**src/rtl/wb_pipeline.sv**
```systemverilog
// Write-back stage of the pipeline.
// This stage selects the write-back source, aligns and extends load data,
// and suppresses writes to r0. It registers the result and counts retired
// instructions. The load lane logic assumes NB_DATA >= 32.
module wb_pipeline #(
  parameter int unsigned NB_DATA     = 32,
  parameter int unsigned NB_REG_ADDR = 5,
  parameter int unsigned NB_SELECTOR = 2,
  parameter int unsigned NB_COUNT    = 32
) (
  input  logic                   i_clk,
  input  logic                   i_reset,
  input  logic                   i_valid,
  input  logic                   i_stall,
  input  logic                   i_flush,
  input  logic [NB_DATA-1:0]     i_data_alu,
  input  logic [NB_DATA-1:0]     i_data_mem,
  input  logic [NB_DATA-1:0]     i_pc_plus4,
  input  logic [NB_SELECTOR-1:0] i_selector,
  input  logic [1:0]             i_load_size,
  input  logic                   i_load_unsigned,
  input  logic [1:0]             i_byte_offset,
  input  logic                   i_reg_write,
  input  logic [NB_REG_ADDR-1:0] i_reg_addr,
  output logic [NB_DATA-1:0]     o_data,
  output logic [NB_REG_ADDR-1:0] o_reg_addr,
  output logic                   o_reg_write,
  output logic                   o_valid,
  output logic [NB_COUNT-1:0]    o_retired_count
);

  localparam logic [NB_SELECTOR-1:0] SEL_ALU = NB_SELECTOR'(0);
  localparam logic [NB_SELECTOR-1:0] SEL_MEM = NB_SELECTOR'(1);
  localparam logic [NB_SELECTOR-1:0] SEL_PC4 = NB_SELECTOR'(2);

  logic [7:0]             byte_lane;
  logic [15:0]            half_lane;
  logic                   ext_bit;
  logic [NB_DATA-1:0]     load_data;
  logic [NB_DATA-1:0]     wb_data;

  logic [NB_DATA-1:0]     data_q,      data_d;
  logic [NB_REG_ADDR-1:0] reg_addr_q,  reg_addr_d;
  logic                   reg_write_q, reg_write_d;
  logic                   valid_q,     valid_d;
  logic [NB_COUNT-1:0]    count_q,     count_d;

  // Load alignment: pick the addressed byte/half lane and sign- or zero-extend it.
  always_comb begin
    // NOTE: every signal gets a default first so no path leaves it unassigned (no latch).
    byte_lane = i_data_mem[7:0];
    half_lane = i_data_mem[15:0];
    ext_bit   = 1'b0;
    load_data = i_data_mem;
    case (i_byte_offset)
      2'd0:    byte_lane = i_data_mem[7:0];
      2'd1:    byte_lane = i_data_mem[15:8];
      2'd2:    byte_lane = i_data_mem[23:16];
      default: byte_lane = i_data_mem[31:24];
    endcase
    if (i_byte_offset[1]) half_lane = i_data_mem[31:16];
    case (i_load_size)
      2'b00: begin
        ext_bit   = ~i_load_unsigned & byte_lane[7];
        load_data = {{(NB_DATA-8){ext_bit}}, byte_lane};
      end
      2'b01: begin
        ext_bit   = ~i_load_unsigned & half_lane[15];
        load_data = {{(NB_DATA-16){ext_bit}}, half_lane};
      end
      default: load_data = i_data_mem;
    endcase
  end

  // Write-back source select; load controls only matter for the MEM source.
  always_comb begin
    wb_data = '0;
    case (i_selector)
      SEL_ALU: wb_data = i_data_alu;
      SEL_MEM: wb_data = load_data;
      SEL_PC4: wb_data = i_pc_plus4;
      default: wb_data = '0;
    endcase
  end

  // Next-state for the output registers: flush squashes and wins over stall; stall holds.
  always_comb begin
    data_d      = data_q;
    reg_addr_d  = reg_addr_q;
    reg_write_d = reg_write_q;
    valid_d     = valid_q;
    count_d     = count_q;
    if (i_flush) begin
      data_d      = '0;
      reg_addr_d  = '0;
      reg_write_d = 1'b0;
      valid_d     = 1'b0;
    end else if (!i_stall) begin
      data_d      = wb_data;
      reg_addr_d  = i_reg_addr;
      reg_write_d = i_valid & i_reg_write & (i_reg_addr != '0);
      valid_d     = i_valid;
      count_d     = count_q + NB_COUNT'(i_valid);
    end
  end

  // Output and counter registers; synchronous reset overrides flush and stall.
  always_ff @(posedge i_clk) begin
    // NOTE: sequential state is written with <= so all registers update from pre-edge values.
    if (i_reset) begin
      data_q      <= '0;
      reg_addr_q  <= '0;
      reg_write_q <= 1'b0;
      valid_q     <= 1'b0;
      count_q     <= '0;
    end else begin
      data_q      <= data_d;
      reg_addr_q  <= reg_addr_d;
      reg_write_q <= reg_write_d;
      valid_q     <= valid_d;
      count_q     <= count_d;
    end
  end

  assign o_data          = data_q;
  assign o_reg_addr      = reg_addr_q;
  assign o_reg_write     = reg_write_q;
  assign o_valid         = valid_q;
  assign o_retired_count = count_q;

endmodule

```
**config.mk**
```make
export PLATFORM = sky130hd
export DESIGN_NAME = wb_pipeline
export DESIGN_NICKNAME = d
export VERILOG_FILES = /design/src/rtl/wb_pipeline.sv
export SDC_FILE = /design/constraint.sdc
export NUM_CORES = 1
export LEC_CHECK = 0
export ABC_AREA = 1
export CORE_AREA = 2 2 73 144
export DETAILED_ROUTE_END_ITERATION = 16
export DIE_AREA = 0 0 75 146
export MAX_ROUTING_LAYER = met4
export PLACE_DENSITY = 0.86
export SLEW_MARGIN = 20
export SYNTH_ARGS = -nofsm -noshare
export SYNTH_HDL_FRONTEND = slang
export SYNTH_SLANG_ARGS = --single-unit
```
**constraint.sdc**
```tcl
create_clock -name i_clk -period 4.15 [get_ports i_clk]
set_input_delay 0.415 -clock i_clk [delete_from_list [all_inputs] [get_ports i_clk]]
set_output_delay 0.415 -clock i_clk [all_outputs]
set_load 0.05 [all_outputs]
```
==> results.cfg <==
[outcome]
status = completed

[layout]
diodes = 0
fin_nets = 1044
layout-drive-gt1-share = 0.0568
most-common-layout-cells = nand2_1, clkdlybuf4s50_1, nor2_1, inv_1, dfxtp_1
layout_commonest_cell = nand2_1
syn_to_final_growth_pct = 47.3

[synth]
yosys_warnings = 0
syn-num-nets = 875
synthCells = 759
synthTopCellsByArea = dfxtp_1, nand2_1, a21oi_1
synthArstFlopShare = 0
synth_edf_count = 0
synth_seq_cells = 71
synth_top_area_frac = 0.308
synthesis.area_sq_um = 4610
synth_cell_types = 39
syn_avg_cell_area_sq_um = 6.08
synth_seq_area_share = 0.308
yosys.area.top_type = dfxtp_1
yosys_most_used_dff = dfxtp_1

[die]
num_rows = 51
coreArea_sq_um = 9760
initial_core_util = 0.472
ioPinCount = 185
die_w_um = 75
die_y_um = 146
dieArea_sq_um = 11000

[timing]
hold_violations = 0
period_minus_slack_ps = 2390
fmax_mhz = 418
final.setup_skew_ps = 6.97
setup_slack_ps = 1760
fin_crit_sh = 0.576
maxSlewHeadroom = 0.464
slew_violations = 0
rsz0062_at_grt = no
tns_ps = 0
setup_viol = 0
tightest_slew_ps = 805

[grt]
grtUsageTotal = 0.327
grt_pass1_wl_um = 26400
grt_antenna_before_repair = 0
grt_max_degree = 40
grt_pass1_vias = 5390
grt_overflow = 0

[worst_setup_path]
cp_common_cell = nand2_1
crit_arrival_ps = 2580
cp.required_ps = 4340
cp_slowest_cell = clkdlybuf4s50_1
crit_path_end_kind = flop
worstPathMaxFanout = 22
max_stage_delay_ps = 800
worst_setup_path_start_kind = input port
cp_cell_sequence = clkdlybuf4s50_1 > o21ai_0 > nand3_2 > nand3_4 > nand3_2 > nand2_1 > nand2_1 > nand2_1 > a21oi_1
worstSetupPathType = input port to flop

[cts]
clkTransAtPathRegs_ps = 70
post_cts_resized = 0
htreeDepth = 3
post_cts_buffers = 0
cts.sinks = 71
cts_made_buffers = 9
cts_buffer_depth = 2
cts_hold_buf = 0
clk-insertion-delay-late_ps = 340
cts_root_buf = clkbuf_16
cts_tree = yes

[detailed_routing]
drt_iter0_drc = 293
routed_via_density = 5.33
drt_wl_total_um = 17100
drcViolationCount = 0
drtPass1Iterations = 5
num_vias = 5674
routedWlPerCell_um = 16.0
drtAntennaViolNets = 0

[worst_hold_path]
hp-class = flop to flop

[place]
hpwl_um = 13400
gp_congestion = 0.992
port-buffer-count = 184
post-place-ws_ps = 1470

[power_and_ir_drop]
power.density_nw_per_um2 = 267
irDropWorstVdd_mv = 0.277
p_leak_nw = 2.65

[job]
cap_violations = 0
## per-layer routing
layer	GRT usage	up-vias	routed length [um]
li1	-	2791	-
met1	0.318	2522	5640
met2	0.580	295	9380
met3	0.0506	66	1070
met4	0.183	0	991
met5	-	-	0
## state kept, by name, summed over array words and instances (netlist names)
| signal | count |
|---|---|
| o_data | 32 |
| o_reg_write | 1 |
| o_valid | 1 |
| o_reg_addr | 5 |
| o_retired_count | 32 |
## cell families (layout without fill, tap and decap cells)
group,Yosys count,count (layout),share of synthesized area
simple gates,435,435,0.405
compound gates,135,135,0.179
buf+inv,113,287,0.0971
flops,71,71,0.308
xor+xnor,3,3,0.00570
fa+ha+maj,2,2,0.00543
## cells in the mapped netlist (6+ instances only)
library cell  number
a21oi_1           68
a22o_1            31
buf_2              6
clkbuf_1          21
dfxtp_1           71
inv_1             73
inv_2              7
nand2_1          272
nand3_1           25
nand3b_1           8
nand4_1           11
nor2_1            76
nor3_1            11
o21ai_0           15
o21ai_1            8
or2_2              6
## worst paths after layout
path,from,endpoint,slack (ps),depth (start not counted)
worst min register to register,o_data[12],o_data[12],460,2
worst max-delay path,i_byte_offset[1],o_data[30],1760,9
worst max register to register,o_retired_count[0],o_retired_count[20],2120,9
worst min-delay path,o_data[12],o_data[12],460,2
## metrics by stage
| stage | instances | hold WS, ps | power (mW) | instance area (sq um) | util |
|---|---|---|---|---|---|
| final | 1065 | 463 | 1.81 | 6790 | 0.696 |
| after global routing | 1065 | 484 | 1.88 | 6790 | 0.696 |
| after CTS | 1065 | 466 | 1.82 | 6790 | 0.696 |
| after detailed placement | 1049 | 457 | 1.10 | 6520 | 0.668 |
| after global placement | 1049 | 451 | 1.10 | 6520 | 0.668 |
| after floorplan | 759 | 560 | 0.917 | 4610 | - |
## critical path: cells and delay by family
| family | cells | cell delay [ps] |
|---|---|---|
| buffers and inverters | 1 | 800 |
| and+or+nand+nor | 6 | 920 |
| AOI/OAI and AO/OA | 2 | 440 |
## final cells by class
class | instances | area, sq um
multi-input combinational | 575 | 2750
clock buffer | 10 | 229
tap | 132 | 165
inverter | 82 | 309
timing repair buffer | 189 | 1880
sequential | 71 | 1420
clock inverter | 6 | 45.0
fill | 858 | 2970
## power breakdown
part / switching (mW) / leakage (nW) / internal [mW]
Combinational: 0.206 / 1.95 / 0.179
Sequential: 0.00798 / 0.575 / 0.694
Clock: 0.320 / 0.125 / 0.407
Total: 0.534 / 2.65 / 1.28
No activity file was read; power rests on OpenSTA's default activity.
